**config.mk**
```make
export PLATFORM = sky130hd
export DESIGN_NAME = sap_controller_sequencer
export DESIGN_NICKNAME = d
export VERILOG_FILES = /design/src/rtl/sap_controller_sequencer.sv
export SDC_FILE = /design/constraint.sdc
export NUM_CORES = 1
export LEC_CHECK = 0
export CAP_MARGIN = 20
export CORE_MARGIN = 2
export CORE_UTILIZATION = 30
export CTS_BUF_LIST = sky130_fd_sc_hd__clkbuf_8
export DETAILED_ROUTE_END_ITERATION = 8
export PLACE_DENSITY = 0.7
export SYNTH_ARGS = -nofsm -noshare
export SYNTH_HDL_FRONTEND = slang
export SYNTH_SLANG_ARGS = --single-unit
```
**constraint.sdc**
```tcl
create_clock -name clk -period 2 [get_ports clk]
set_input_delay 0.4 -clock clk [delete_from_list [all_inputs] [get_ports clk]]
set_output_delay 0.4 -clock clk [all_outputs]
set_load 0.1 [all_outputs]
```
**src/rtl/sap_controller_sequencer.sv**
```systemverilog
// SAP-1 style control sequencer: T1..T6 ring counter plus opcode decode into the control word.
// Optional `define SEQ_EARLY_RETIRE_EN returns to T1 right after an instruction's last active micro-op.
module sap_controller_sequencer #(
  parameter int OP_W  = 4,
  parameter int NUM_T = 6
) (
  input  logic             clk,
  input  logic             clr,
  input  logic             run,
  input  logic [OP_W-1:0]  instr_op,
  input  logic             carry_flag,
  input  logic             zero_flag,
  output logic             pc_clr_n,
  output logic             cp,
  output logic             ep,
  output logic             lp,
  output logic             lm,
  output logic             ce,
  output logic             li,
  output logic             ei,
  output logic             la,
  output logic             ea,
  output logic             lb,
  output logic             su,
  output logic             eu,
  output logic             lo,
  output logic             hlt,
  output logic [NUM_T-1:0] t_state
);

  if (NUM_T != 6) begin : g_num_t_check
    $error("sap_controller_sequencer: NUM_T must be 6");
  end

  typedef enum logic [2:0] {
    S_INIT, S_T1, S_T2, S_T3, S_T4, S_T5, S_T6, S_HALT
  } state_t;

  typedef struct packed {
    logic cp, ep, lp, lm, ce, li, ei, la, ea, lb, su, eu, lo;
  } ctrl_t;

  localparam logic [OP_W-1:0] OP_LDA = OP_W'(4'h0);
  localparam logic [OP_W-1:0] OP_ADD = OP_W'(4'h1);
  localparam logic [OP_W-1:0] OP_SUB = OP_W'(4'h2);
  localparam logic [OP_W-1:0] OP_JMP = OP_W'(4'h6);
  localparam logic [OP_W-1:0] OP_JC  = OP_W'(4'h7);
  localparam logic [OP_W-1:0] OP_JZ  = OP_W'(4'h8);
  localparam logic [OP_W-1:0] OP_OUT = OP_W'(4'hE);
  localparam logic [OP_W-1:0] OP_HLT = OP_W'(4'hF);

  state_t state, state_nxt;
  ctrl_t  micro, ctrl;
  logic   retire;
  logic   uses_alu_or_mem;

  // NOTE: state uses non-blocking assignment with clr in the sensitivity list, so reset
  // takes effect at once rather than waiting for the next clock edge.
  always_ff @(posedge clk or posedge clr) begin
    if (clr) state <= S_INIT;
    else     state <= state_nxt;
  end

  assign uses_alu_or_mem = (instr_op == OP_LDA) || (instr_op == OP_ADD) || (instr_op == OP_SUB);

`ifdef SEQ_EARLY_RETIRE_EN
  // Jumps, OUT and NOPs finish in T4; LDA has nothing to do in T6.
  assign retire = ((state == S_T4) && !uses_alu_or_mem) ||
                  ((state == S_T5) && (instr_op == OP_LDA));
`else
  assign retire = 1'b0;
`endif

  always_comb begin
    state_nxt = state;
    case (state)
      S_INIT: state_nxt = S_T1;
      S_HALT: state_nxt = S_HALT;
      default: begin
        if (run) begin
          if ((state == S_T4) && (instr_op == OP_HLT)) state_nxt = S_HALT;
          else if (retire || (state == S_T6))          state_nxt = S_T1;
          else begin
            case (state)
              S_T1:    state_nxt = S_T2;
              S_T2:    state_nxt = S_T3;
              S_T3:    state_nxt = S_T4;
              S_T4:    state_nxt = S_T5;
              default: state_nxt = S_T6;
            endcase
          end
        end
      end
    endcase
  end

  // NOTE: every signal assigned in this block gets a default first, so no latch is inferred.
  always_comb begin
    micro = '0;
    case (state)
      S_T1: begin micro.ep = 1'b1; micro.lm = 1'b1; end
      S_T2: micro.cp = 1'b1;
      S_T3: begin micro.ce = 1'b1; micro.li = 1'b1; end
      S_T4: begin
        case (instr_op)
          OP_LDA, OP_ADD, OP_SUB: begin micro.ei = 1'b1; micro.lm = 1'b1; end
          OP_JMP: begin micro.ei = 1'b1; micro.lp = 1'b1; end
          OP_JC:  begin micro.ei = carry_flag; micro.lp = carry_flag; end
          OP_JZ:  begin micro.ei = zero_flag;  micro.lp = zero_flag;  end
          OP_OUT: begin micro.ea = 1'b1; micro.lo = 1'b1; end
          default: ;
        endcase
      end
      S_T5: begin
        if (uses_alu_or_mem) micro.ce = 1'b1;
        if (instr_op == OP_LDA) micro.la = 1'b1;
        if ((instr_op == OP_ADD) || (instr_op == OP_SUB)) micro.lb = 1'b1;
      end
      S_T6: begin
        if ((instr_op == OP_ADD) || (instr_op == OP_SUB)) begin
          micro.eu = 1'b1;
          micro.la = 1'b1;
          micro.su = (instr_op == OP_SUB);
        end
      end
      default: ;
    endcase
  end

  // A frozen sequencer must not strobe any register, so run gates the whole word.
  assign ctrl = run ? micro : '0;

  assign {cp, ep, lp, lm, ce, li, ei, la, ea, lb, su, eu, lo} = ctrl;
  assign pc_clr_n = (state != S_INIT);
  assign hlt      = (state == S_HALT);

  always_comb begin
    t_state = '0;
    case (state)
      S_T1: t_state[0] = 1'b1;
      S_T2: t_state[1] = 1'b1;
      S_T3: t_state[2] = 1'b1;
      S_T4: t_state[3] = 1'b1;
      S_T5: t_state[4] = 1'b1;
      S_T6: t_state[5] = 1'b1;
      default: ;
    endcase
  end

endmodule

```
# After elaboration in Yosys (flattened, before gate mapping)
# Cells that the tools add are included.
word_totals:
  regBits: 3
  input_bits: 9
  output_inout_bits: 21
  elab_cells: 53
op_classes:
  eq_ne: 14
  n_mux: 28
  reduce_logical: 10
op_table:
  columns: ["op", "n"]
  rows:
  - ["$mux 1", 15]
  - ["$mux 13", 1]
  - ["$eq 3x3->1 const B", 4]
  - ["$eq 4x4->1 const B", 3]
  - ["$pmux 3 s4", 1]
  - ["$mux 3", 3]
  - ["$eq 4x3->1 const B", 2]
  - ["$eq 3x2->1 const B", 2]
  - ["$pmux 1 s2", 3]
  - ["$pmux 1 s3", 2]
  - ["$pmux 3 s2", 1]
  - ["$reduce_bool 3->1", 2]
  - ["$eq 4x1->1 const B", 1]
  - ["$eq 4x2->1 const B", 1]
  - ["$logic_not 4->1", 1]
  - ["$mux 2", 2]
  - ["$reduce_or 4->1", 1]
  - ["$eq 3x1->1 const B", 1]
  - ["$logic_not 3->1", 1]
  - ["$logic_or 1x1->1", 3]
  - ["$reduce_or 3->1", 1]
  - ["$logic_and 1x1->1", 1]

# Depth between registers and ports, before layout
# Gate-level depths: netlist of the first run.
depth:
  word_depth: 6
  ltp_mapped: 4
  depth_no_buf: 3

# Least setup slack after synthesis of the first run
# OpenSTA, ideal clock, no wires.
synth_path:
  kind: "register -> output"
  startpoint: "register state[1]"
  endpoint: "output lo"
  t_arrival_ns: 3.332
  required_ns: 1.600
  path_slack_ns: -1.732
  stages_incl_launch_ff: 5
  path_buffers: 1
  path_cell_list: "dfrtp_1 and2b_1 nand2_1 nor3_1 buf_4"
synth_via:
  elab_chain_cells: 3
synth_rtl:
  columns: ["item", "line", "source"]
  rows:
  - ["start: declaration", "52", "state_t state, state_nxt;"]
  - ["start signal: assignment", "61", "else state <= state_nxt;"]
  - ["$eq 3x3->1", "100", "case (state)"]
  - ["$mux 1", "100", null]
  - ["$mux 13", "131", "assign ctrl = run ? micro : '0;"]
  - ["end: declaration", "26", "output logic lo,"]
# No other way between the ends.

# Worst setup path in the final report of the first run
layout_path:
  startpoint: "input instr_op[1]"
  endpoint: "output ei"
layout_via:
  elab_chain_cells: 5
  word_cells_on_any_way: 10
  cone_classes: "eq/ne: 5; mux: 3; reduce/logical: 2"
layout_rtl:
  columns: ["item", "line", "source"]
  rows:
  - ["start: declaration", "10", "input logic [OP_W-1:0] instr_op,"]
  - ["$eq 4x1->1, or another cell as far along", "105", "case (instr_op)"]
  - ["$reduce_or 4->1 (no source line)", null, null]
  - ["$pmux 1 s3 (*)", "105", null]
  - ["$mux 1 (*)", "100", null]
  - ["$mux 13 (*)", "131", null]
  - ["end: declaration", "20", "output logic ei,"]
# Every way passes the cells marked *; elsewhere a longest branch is shown, timed or not.

==> results of run 1 <==
timing repair:
action,CTS,global route
hold endpoints to repair,0,0
hold buffers,0,0
pin swaps,2,3
gates resized for setup,18,2
endpoints found under the setup margin,11,6
buffers inserted,0,1
metrics by stage:
step / instance area, µm² / worst slack (ns) / utilization, % / cells
2_1_floorplan: 503 / -0.453 / - / 65
3_3_place_gp: 1050 / -0.119 / 79.1 / 114
3_5_place_dp: 1050 / -0.271 / 79.1 / 114
4_1_cts: 1150 / 0.0130 / 86.4 / 118
5_1_grt: 1160 / -0.00552 / 87.2 / 119
6_report: 1160 / 0.0331 / 87.2 / 119
cell usage after synthesis:
master                      n  share of area, %
sky130_fd_sc_hd__mux2_2     1               2.6
sky130_fd_sc_hd__nor3_1     5               5.8
sky130_fd_sc_hd__nand2_1   13                11
sky130_fd_sc_hd__a221oi_1   1               2.0
sky130_fd_sc_hd__buf_2      1               1.2
sky130_fd_sc_hd__a21oi_1    1               1.2
sky130_fd_sc_hd__and2b_1    1               1.7
sky130_fd_sc_hd__and2_1     2               2.9
sky130_fd_sc_hd__o21ba_2    1               2.3
sky130_fd_sc_hd__and3_1     2               2.9
sky130_fd_sc_hd__nand3_2    1               2.3
sky130_fd_sc_hd__xor2_1     1               2.0
sky130_fd_sc_hd__dfrtp_1    3                17
sky130_fd_sc_hd__o22ai_1    3               4.3
sky130_fd_sc_hd__buf_4      3               5.2
sky130_fd_sc_hd__a31oi_1    1               1.4
sky130_fd_sc_hd__nand2b_1   2               2.9
sky130_fd_sc_hd__or4b_1     1               2.3
sky130_fd_sc_hd__nor4b_1    1               2.0
sky130_fd_sc_hd__nor2b_1    2               2.9
sky130_fd_sc_hd__inv_1      2               1.7
sky130_fd_sc_hd__nor2_1     9               7.8
sky130_fd_sc_hd__nand4b_1   1               2.0
sky130_fd_sc_hd__a311oi_1   1               2.0
sky130_fd_sc_hd__nand3_1    2               2.3
sky130_fd_sc_hd__or3_1      1               1.4
sky130_fd_sc_hd__buf_6      2               5.2
sky130_fd_sc_hd__o21ai_0    1               1.2
routing by layer:
layer  track usage (%)  vias up  wire length [µm]
li1                  -      304                 -
met1              23.6      289               674
met2              38.8       26               936
met3              5.60        2               104
met4              8.75        0                21
met5                 0        -                 0
layout make-up:
cell class              instances  area, µm²
flip-flops and latches          3       75.1
inverters                       2       7.51
fillers                        72        170
multi-input cells              54        424
clock inverters                 1       3.75
clock buffers                   3       41.3
well taps                      15       18.8
repair buffers                 41        593
how the worst max path moves through the flow:
stage | from | end | slack, ns | cells past startpoint
after global placement | instr_op[1] | ei | -0.12 | 6
after CTS | carry_flag | ei | 0.01 | 5
final | instr_op[1] | ei | 0.03 | 6
after detailed placement | instr_op[2] | lp | -0.27 | 5
after floorplan | instr_op[1] | eu | -0.45 | 4
after global routing | carry_flag | lp | -0.006 | 5
power by group through the flow:
| stage | registers, mW | clock network, mW | logic (mW) |
|---|---|---|---|
| 2_1_floorplan | 0.109 | 0 | 0.936 |
| 3_3_place_gp | 0.103 | 0 | 1.41 |
| 3_5_place_dp | 0.105 | 0 | 1.42 |
| 4_1_cts | 0.104 | 0.169 | 1.45 |
| 5_1_grt | 0.109 | 0.182 | 1.52 |
| 6_report | 0.106 | 0.168 | 1.47 |
cells by family (layout without fill, tap and decap cells):
group,Yosys count,after routing,synth area share (%)
AO/OA/AOI/OAI,9,9,14.4
flip-flops,3,3,17.3
multiplexers,1,1,2.59
buffers and inverters,8,47,13.3
XOR/XNOR,1,1,2.02
AND/OR/NAND/NOR,43,43,50.4
==> impl_metrics.env, run 1 <==
export IMPL_numPortBuffers=29
export IMPL_synth_seq_area_share_pct=17.3
export IMPL_globalplace_congestion=0.720
export IMPL_fin_tns_setup_ns=0
export IMPL_cell_family_with_the_largest_share_of_critical_path_delay="buffers and inverters"
export IMPL_worst_setup_start_kind="input pin"
export IMPL_drc=0
export IMPL_layout_drive_gt1_share_pct=53.8
export IMPL_crit_path_max_fanout=8
export IMPL_clock_root_buffer="sky130_fd_sc_hd__clkbuf_8"
export IMPL_detailedPlacementHpwl_um=1170
export IMPL_syn_cell_area_um2=434
export IMPL_grt_pass1_vias=647
export IMPL_clock_power_share_pct=9.7
export IMPL_maximum_buffer_depth_of_the_clock_tree=2
export IMPL_worst_ir_drop_vdd_mv=1.46
export IMPL_setup_repair_after_global_routing_missed_its_margin="true"
export IMPL_design_core_area_mm2=0.00133
export IMPL_tightest_slew_ns=0.279
export IMPL_final_min_period_over_clock_period_pct=98.3
export IMPL_worst_path_max_delay_cell="sky130_fd_sc_hd__a311oi_2"
export IMPL_drt_initial_drc_count=18
export IMPL_mappedNetlistNets=74
export IMPL_final_cell_mix="sky130_fd_sc_hd__buf_12, sky130_fd_sc_hd__nand2_1, sky130_fd_sc_hd__buf_4"
export IMPL_critPathKind="input pin to output pin"
export IMPL_ys_types=28
export IMPL_combinationalPowerShare_pct=84.2
export IMPL_seq_power_share_pct=6.1
export IMPL_drt_pre_antenna_iters=4
export IMPL_final_hold_violation_count=0
export IMPL_power_switching_fraction_pct=58.6
export IMPL_worst_r2r_setup_slack_ns=0.67
export IMPL_cpPeakStageDelay_ns=0.30
export IMPL_syn2layout_area_growth_pct=168
export IMPL_timing_max_slew_rel_slack_pct=81.3
export IMPL_avgRoutedWirePerCell_um=14.6
export IMPL_placement_rows=13
export IMPL_hold_path_class="input pin to asynchronous set/reset pin"
export IMPL_gr_total_overflow=0
export IMPL_synthesis_instances=65
export IMPL_post_drt_via_cell_ratio=5.22
export IMPL_cts_htree_levels=1
export IMPL_post_syn_area_per_cell_um2=6.68
export IMPL_wirelength_um=1740
export IMPL_drv_slew=0
export IMPL_die_h_um=42.0
export IMPL_power_internal_uw=721
export IMPL_tritoncts_clock_tree="yes"
export IMPL_cts_made_buffers=3
export IMPL_initial_core_util_pct=32.6
export IMPL_chipWidth_um=42.0
export IMPL_sort_of_element_at_the_end_of_the_critical_path="output pin"
export IMPL_critPathRequiredTime_ns=1.60
export IMPL_setup_viol=0
export IMPL_fin_hold_ws_ns=0.374
export IMPL_maximum_number_of_pins_on_one_net_before_global_route_repair=13
export IMPL_worst_skew_pair_late_latency_ns=0.21
export IMPL_route_antenna_remaining_nets=0
export IMPL_total_power_mw=1.74
export IMPL_period_minus_slack_ns=1.97
export IMPL_worst_path_buf_inv=3
export IMPL_r2r_worst_path_cells=4
export IMPL_maxCapViolCount=0
export IMPL_timing_critical_path_cells="dlygate4sd2_1 > buf_6 > nor2b_1 > a311oi_2 > o21ba_4 > buf_12"
export IMPL_num_vias=621
export IMPL_regToRegStartpoint="state[1]"
export IMPL_result_of_the_run="complete, no violations"
export IMPL_dieArea_mm2=0.00177
export IMPL_grt_util_all_layers_pct=21.5
export IMPL_mostFrequentLayoutCell="sky130_fd_sc_hd__buf_12"
export IMPL_yosys_warnings=0
export IMPL_cellLeakagePower_nw=0.489
export IMPL_io_pin_count=30
export IMPL_tritoncts_sink_count=3
export IMPL_switching_power_mw=1.02
export IMPL_synth_seq_cells=3
export IMPL_number_of_antenna_violations_at_the_first_check_in_global_routing=0
export IMPL_fmax_mhz=508
export IMPL_power_density_mw_per_mm2=1500
export IMPL_timing_critical_path_arrival_ns=1.57
export IMPL_final_setup_skew_ns=0.00218
export IMPL_worst_setup_hold_path_clk_slew_ns=0.03
export IMPL_nets=114
export IMPL_insertedDiodeCount=0
export IMPL_grt_pass1_wl_um=2970
No activity file was read; power rests on OpenSTA's default activity.
==> run 2, diff against run 1 <==
--- a/config.mk
+++ b/config.mk
@@ -10,7 +10,7 @@
 export CORE_UTILIZATION = 30
 export CTS_BUF_LIST = sky130_fd_sc_hd__clkbuf_8
 export DETAILED_ROUTE_END_ITERATION = 8
-export PLACE_DENSITY = 0.7
+export PLACE_DENSITY = 0.73
 export SYNTH_ARGS = -nofsm -noshare
 export SYNTH_HDL_FRONTEND = slang
 export SYNTH_SLANG_ARGS = --single-unit
==> constraint.sdc (replaced) <==
create_clock -name clk -period 1.6 [get_ports clk]
set_input_delay 0.32 -clock clk [delete_from_list [all_inputs] [get_ports clk]]
set_output_delay 0.32 -clock clk [all_outputs]
set_load 0.1 [all_outputs]
==> impl_metrics.env, run 2 <==
export IMPL_result_of_the_run="did not finish"
export IMPL_haltStage="clock tree synthesis"
export IMPL_tool_error="[ERROR DPL-0038] Utilization greater than 100%, impossible to legalize"
export IMPL_fraction_of_the_mapped_netlist_area_in_simple_logic_gates_pct=50.4
export IMPL_syn_cell_area_um2=434
export IMPL_synth_compound_area_share_pct=14.4
export IMPL_globalplace_congestion=0.820
export IMPL_io_pin_count=30
export IMPL_synth_edff_count=0
export IMPL_synthesis_instances=65
export IMPL_post_syn_area_per_cell_um2=6.68
export IMPL_mappedNetlistNets=74
export IMPL_cts_made_buffers=3
export IMPL_detailedPlacementHpwl_um=1490
export IMPL_muxShareOfSynthArea_pct=2.59
export IMPL_synth_main_ff_cell="sky130_fd_sc_hd__dfrtp_1"
export IMPL_synth_seq_cells=3
export IMPL_synth_top_area_cell="sky130_fd_sc_hd__dfrtp_1"
export IMPL_chipWidth_um=42.0
export IMPL_cts_htree_levels=1
export IMPL_synth_adder_area_share_pct=0
export IMPL_synthXorXnorAreaFrac_pct=2.02
export IMPL_dominant_combinational_cell_family_by_area_after_synthesis="simple AND/OR/NAND/NOR gates"
export IMPL_yosys_warnings=0
export IMPL_post_cts_resize_count=39
export IMPL_dp_cells=117
export IMPL_initial_core_util_pct=32.6
export IMPL_synth_async_sr_flop_share_pct=100
export IMPL_die_h_um=42.0
export IMPL_tritoncts_sink_count=3
export IMPL_ys_top_cells_by_count="sky130_fd_sc_hd__nand2_1, sky130_fd_sc_hd__nor2_1, sky130_fd_sc_hd__nor3_1"
export IMPL_numPortBuffers=29
export IMPL_synth_top_cells_by_area="sky130_fd_sc_hd__dfrtp_1, sky130_fd_sc_hd__nand2_1, sky130_fd_sc_hd__nor2_1"
export IMPL_ys_types=28
export IMPL_hold_buf_count_cts=0
export IMPL_synth_seq_area_share_pct=17.3
export IMPL_cts_post_setup_buffers_inserted=5
export IMPL_clock_root_buffer="sky130_fd_sc_hd__clkbuf_8"
export IMPL_yosysTopAreaCellShare_pct=17.3
export IMPL_maximum_buffer_depth_of_the_clock_tree=2
export IMPL_placement_rows=13
export IMPL_synth_most_common_cell="sky130_fd_sc_hd__nand2_1"
-- run 2: cell counts after synthesis --
No cell type changed its count.
-- run 2: logic make-up after synthesis --
logic type | after synthesis
xor gates and xnor gates | 1
DFF | 3
and+or+nand+nor | 43
AOI/OAI and AO/OA | 9
buffers and inverters | 8
muxes | 1
-- run 2: through the flow --
| stage | setup TNS, ns | util, % | hold WS (ns) | area, µm² | worst slack (ns) |
|---|---|---|---|---|---|
| after detailed placement | -4.74 | 87.9 | 0.495 | 1170 | -0.460 |
| after global placement | -3.85 | 87.9 | 0.488 | 1170 | -0.387 |
| after floorplan | -2.81 | - | 0.0736 | 621 | -0.549 |
==> run 3, diff against run 2 <==
--- a/config.mk
+++ b/config.mk
@@ -6,11 +6,10 @@
 export NUM_CORES = 1
 export LEC_CHECK = 0
 export CAP_MARGIN = 20
-export CORE_MARGIN = 2
-export CORE_UTILIZATION = 30
-export CTS_BUF_LIST = sky130_fd_sc_hd__clkbuf_8
+export CORE_AREA = 2 2 63 65
 export DETAILED_ROUTE_END_ITERATION = 8
-export PLACE_DENSITY = 0.73
+export DIE_AREA = 0 0 65 67
+export PLACE_DENSITY_LB_ADDON = 0.15
 export SYNTH_ARGS = -nofsm -noshare
 export SYNTH_HDL_FRONTEND = slang
 export SYNTH_SLANG_ARGS = --single-unit
==> constraint.sdc (replaced) <==
create_clock -name clk -period 2.08 [get_ports clk]
set_input_delay 0.416 -clock clk [delete_from_list [all_inputs] [get_ports clk]]
set_output_delay 0.416 -clock clk [all_outputs]
set_load 0.1 [all_outputs]
==> impl_metrics.env, run 3 (same netlist as run 1, synthesis figures left out) <==
export IMPL_critPathRequiredTime_ns=1.66
export IMPL_route_antenna_remaining_nets=0
export IMPL_gr_total_overflow=0
export IMPL_drv_slew=0
export IMPL_nets=116
export IMPL_maxCapViolCount=0
export IMPL_insertedDiodeCount=0
export IMPL_placement_rows=22
export IMPL_timing_critical_path_arrival_ns=1.61
export IMPL_result_of_the_run="complete, no violations"
export IMPL_maximum_buffer_depth_of_the_clock_tree=2
export IMPL_tightest_slew_ns=0.359
export IMPL_power_density_mw_per_mm2=1390
export IMPL_design_core_area_mm2=0.00361
export IMPL_worst_ir_drop_vdd_mv=0.761
export IMPL_cts_htree_levels=1
export IMPL_syn2layout_area_growth_pct=174
export IMPL_worst_setup_start_kind="input pin"
export IMPL_drt_initial_drc_count=7
export IMPL_detailedPlacementHpwl_um=1300
export IMPL_timing_critical_path_cells="clkdlybuf4s50_1 > nand2_1 > a311oi_2 > o21ba_4 > buf_12"
export IMPL_setup_repair_after_global_routing_missed_its_margin="false"
export IMPL_cell_family_with_the_largest_share_of_critical_path_delay="buffers and inverters"
export IMPL_final_setup_skew_ns=0.000301
export IMPL_worst_path_buf_inv=2
export IMPL_drt_pre_antenna_iters=2
export IMPL_final_hold_violation_count=0
export IMPL_dieArea_mm2=0.00436
export IMPL_regToRegStartpoint="state[1]"
export IMPL_cpPeakStageDelay_ns=0.48
export IMPL_crit_reg2reg_capture="state[1]"
export IMPL_final_cell_mix="sky130_fd_sc_hd__buf_12, sky130_fd_sc_hd__buf_4, sky130_fd_sc_hd__nand2_1"
export IMPL_finalCoreUtilization_pct=33.0
export IMPL_initial_core_util_pct=12.0
export IMPL_worst_path_max_delay_cell="sky130_fd_sc_hd__clkdlybuf4s50_1"
export IMPL_hold_path_class="input pin to asynchronous set/reset pin"
export IMPL_setup_ws_ns=0.0565
export IMPL_worst_setup_hold_path_clk_slew_ns=0.03
export IMPL_fin_tns_setup_ns=0
export IMPL_io_pin_count=30
export IMPL_cts_made_buffers=3
export IMPL_detailedPlace_worstSlack_ns=-0.194
export IMPL_wirelength_um=1590
export IMPL_final_min_period_over_clock_period_pct=97.3
export IMPL_worst_skew_pair_late_latency_ns=0.21
export IMPL_drc=0
export IMPL_worst_r2r_setup_slack_ns=0.67
export IMPL_critPathKind="input pin to output pin"
export IMPL_period_minus_slack_ns=2.02
export IMPL_avgRoutedWirePerCell_um=10.3
export IMPL_chipWidth_um=65
export IMPL_clock_root_buffer="sky130_fd_sc_hd__clkbuf_8"
export IMPL_tritoncts_clock_tree="yes"
export IMPL_crit_path_max_fanout=2
export IMPL_cellLeakagePower_nw=0.483
export IMPL_grt_util_all_layers_pct=7.70
export IMPL_sort_of_element_at_the_end_of_the_critical_path="output pin"
export IMPL_r2r_worst_path_cells=5
export IMPL_mostFrequentLayoutCell="sky130_fd_sc_hd__buf_12"
export IMPL_setup_viol=0
export IMPL_layout_drive_gt1_share_pct=51.9
export IMPL_grt_pass1_vias=589
export IMPL_maximum_number_of_pins_on_one_net_before_global_route_repair=13
export IMPL_timing_max_slew_rel_slack_pct=76.0
export IMPL_tritoncts_sink_count=3
export IMPL_globalplace_congestion=0.652
export IMPL_numPortBuffers=29
export IMPL_post_drt_via_cell_ratio=3.91
export IMPL_num_vias=602
export IMPL_fmax_mhz=494
export IMPL_die_h_um=67
export IMPL_number_of_antenna_violations_at_the_first_check_in_global_routing=0
export IMPL_crit_path_depth=5
export IMPL_grt_pass1_wl_um=2580
export IMPL_fin_hold_ws_ns=0.361
[run 3: worst max path at each step]
| stage | end | startpoint | slack, ns |
|---|---|---|---|
| final | ei | carry_flag | 0.06 |
| after global routing | lb | state[1] | 0.008 |
| after CTS | lp | zero_flag | 0.02 |
| after detailed placement | lp | instr_op[1] | -0.19 |
| after global placement | lp | instr_op[1] | -0.17 |
| after floorplan | lm | state[1] | -0.57 |
[run 3: timing repair]
item                                   4_1_cts  5_1_grt
hold buffers                                 0        0
endpoints found under the hold margin        0        0
pin swaps                                    3        0
resized for setup                           11        3
buffers inserted                             1        0
setup endpoints to repair                   11        8
[run 3: area by class of cell]
class / count / area (µm²)
multi-input combinational: 54 / 403
clock buffer: 4 / 45.0
timing repair buffer: 43 / 599
tap: 48 / 60.1
fill: 380 / 2410
sequential: 3 / 76.3
inverter: 2 / 7.51
[run 3: worst reg2reg max path, cell delays in order, from the launching register on]
cell and delay, ns:
sky130_fd_sc_hd__dfrtp_2 0.46, sky130_fd_sc_hd__and2b_1 0.24, sky130_fd_sc_hd__buf_4 0.14, sky130_fd_sc_hd__buf_4 0.12, sky130_fd_sc_hd__a221oi_1 0.24, sky130_fd_sc_hd__nand2_1 0.09
[run 3: through the flow]
step | std cells | total power [mW] | instance area (µm²)
after floorplan | 65 | 1.01 | 492
after global placement | 149 | 1.47 | 1100
after detailed placement | 149 | 1.47 | 1100
after CTS | 154 | 1.67 | 1170
after global routing | 154 | 1.73 | 1190
final | 154 | 1.66 | 1190
[run 3: power breakdown]
part,internal [mW],switching [mW],leakage (nW)
combinational,0.467,0.893,0.428
clock,0.131,0.0384,0.0228
sequential,0.0896,0.0383,0.0322
[run 3: per-layer routing]
metal	vias up	global-route usage, %	part of all wire, %
li1	307	-	-
met3	2	1.86	5.5
met4	0	3.99	1.2
met5	-	0	0
met2	14	13.3	53
met1	279	8.81	40
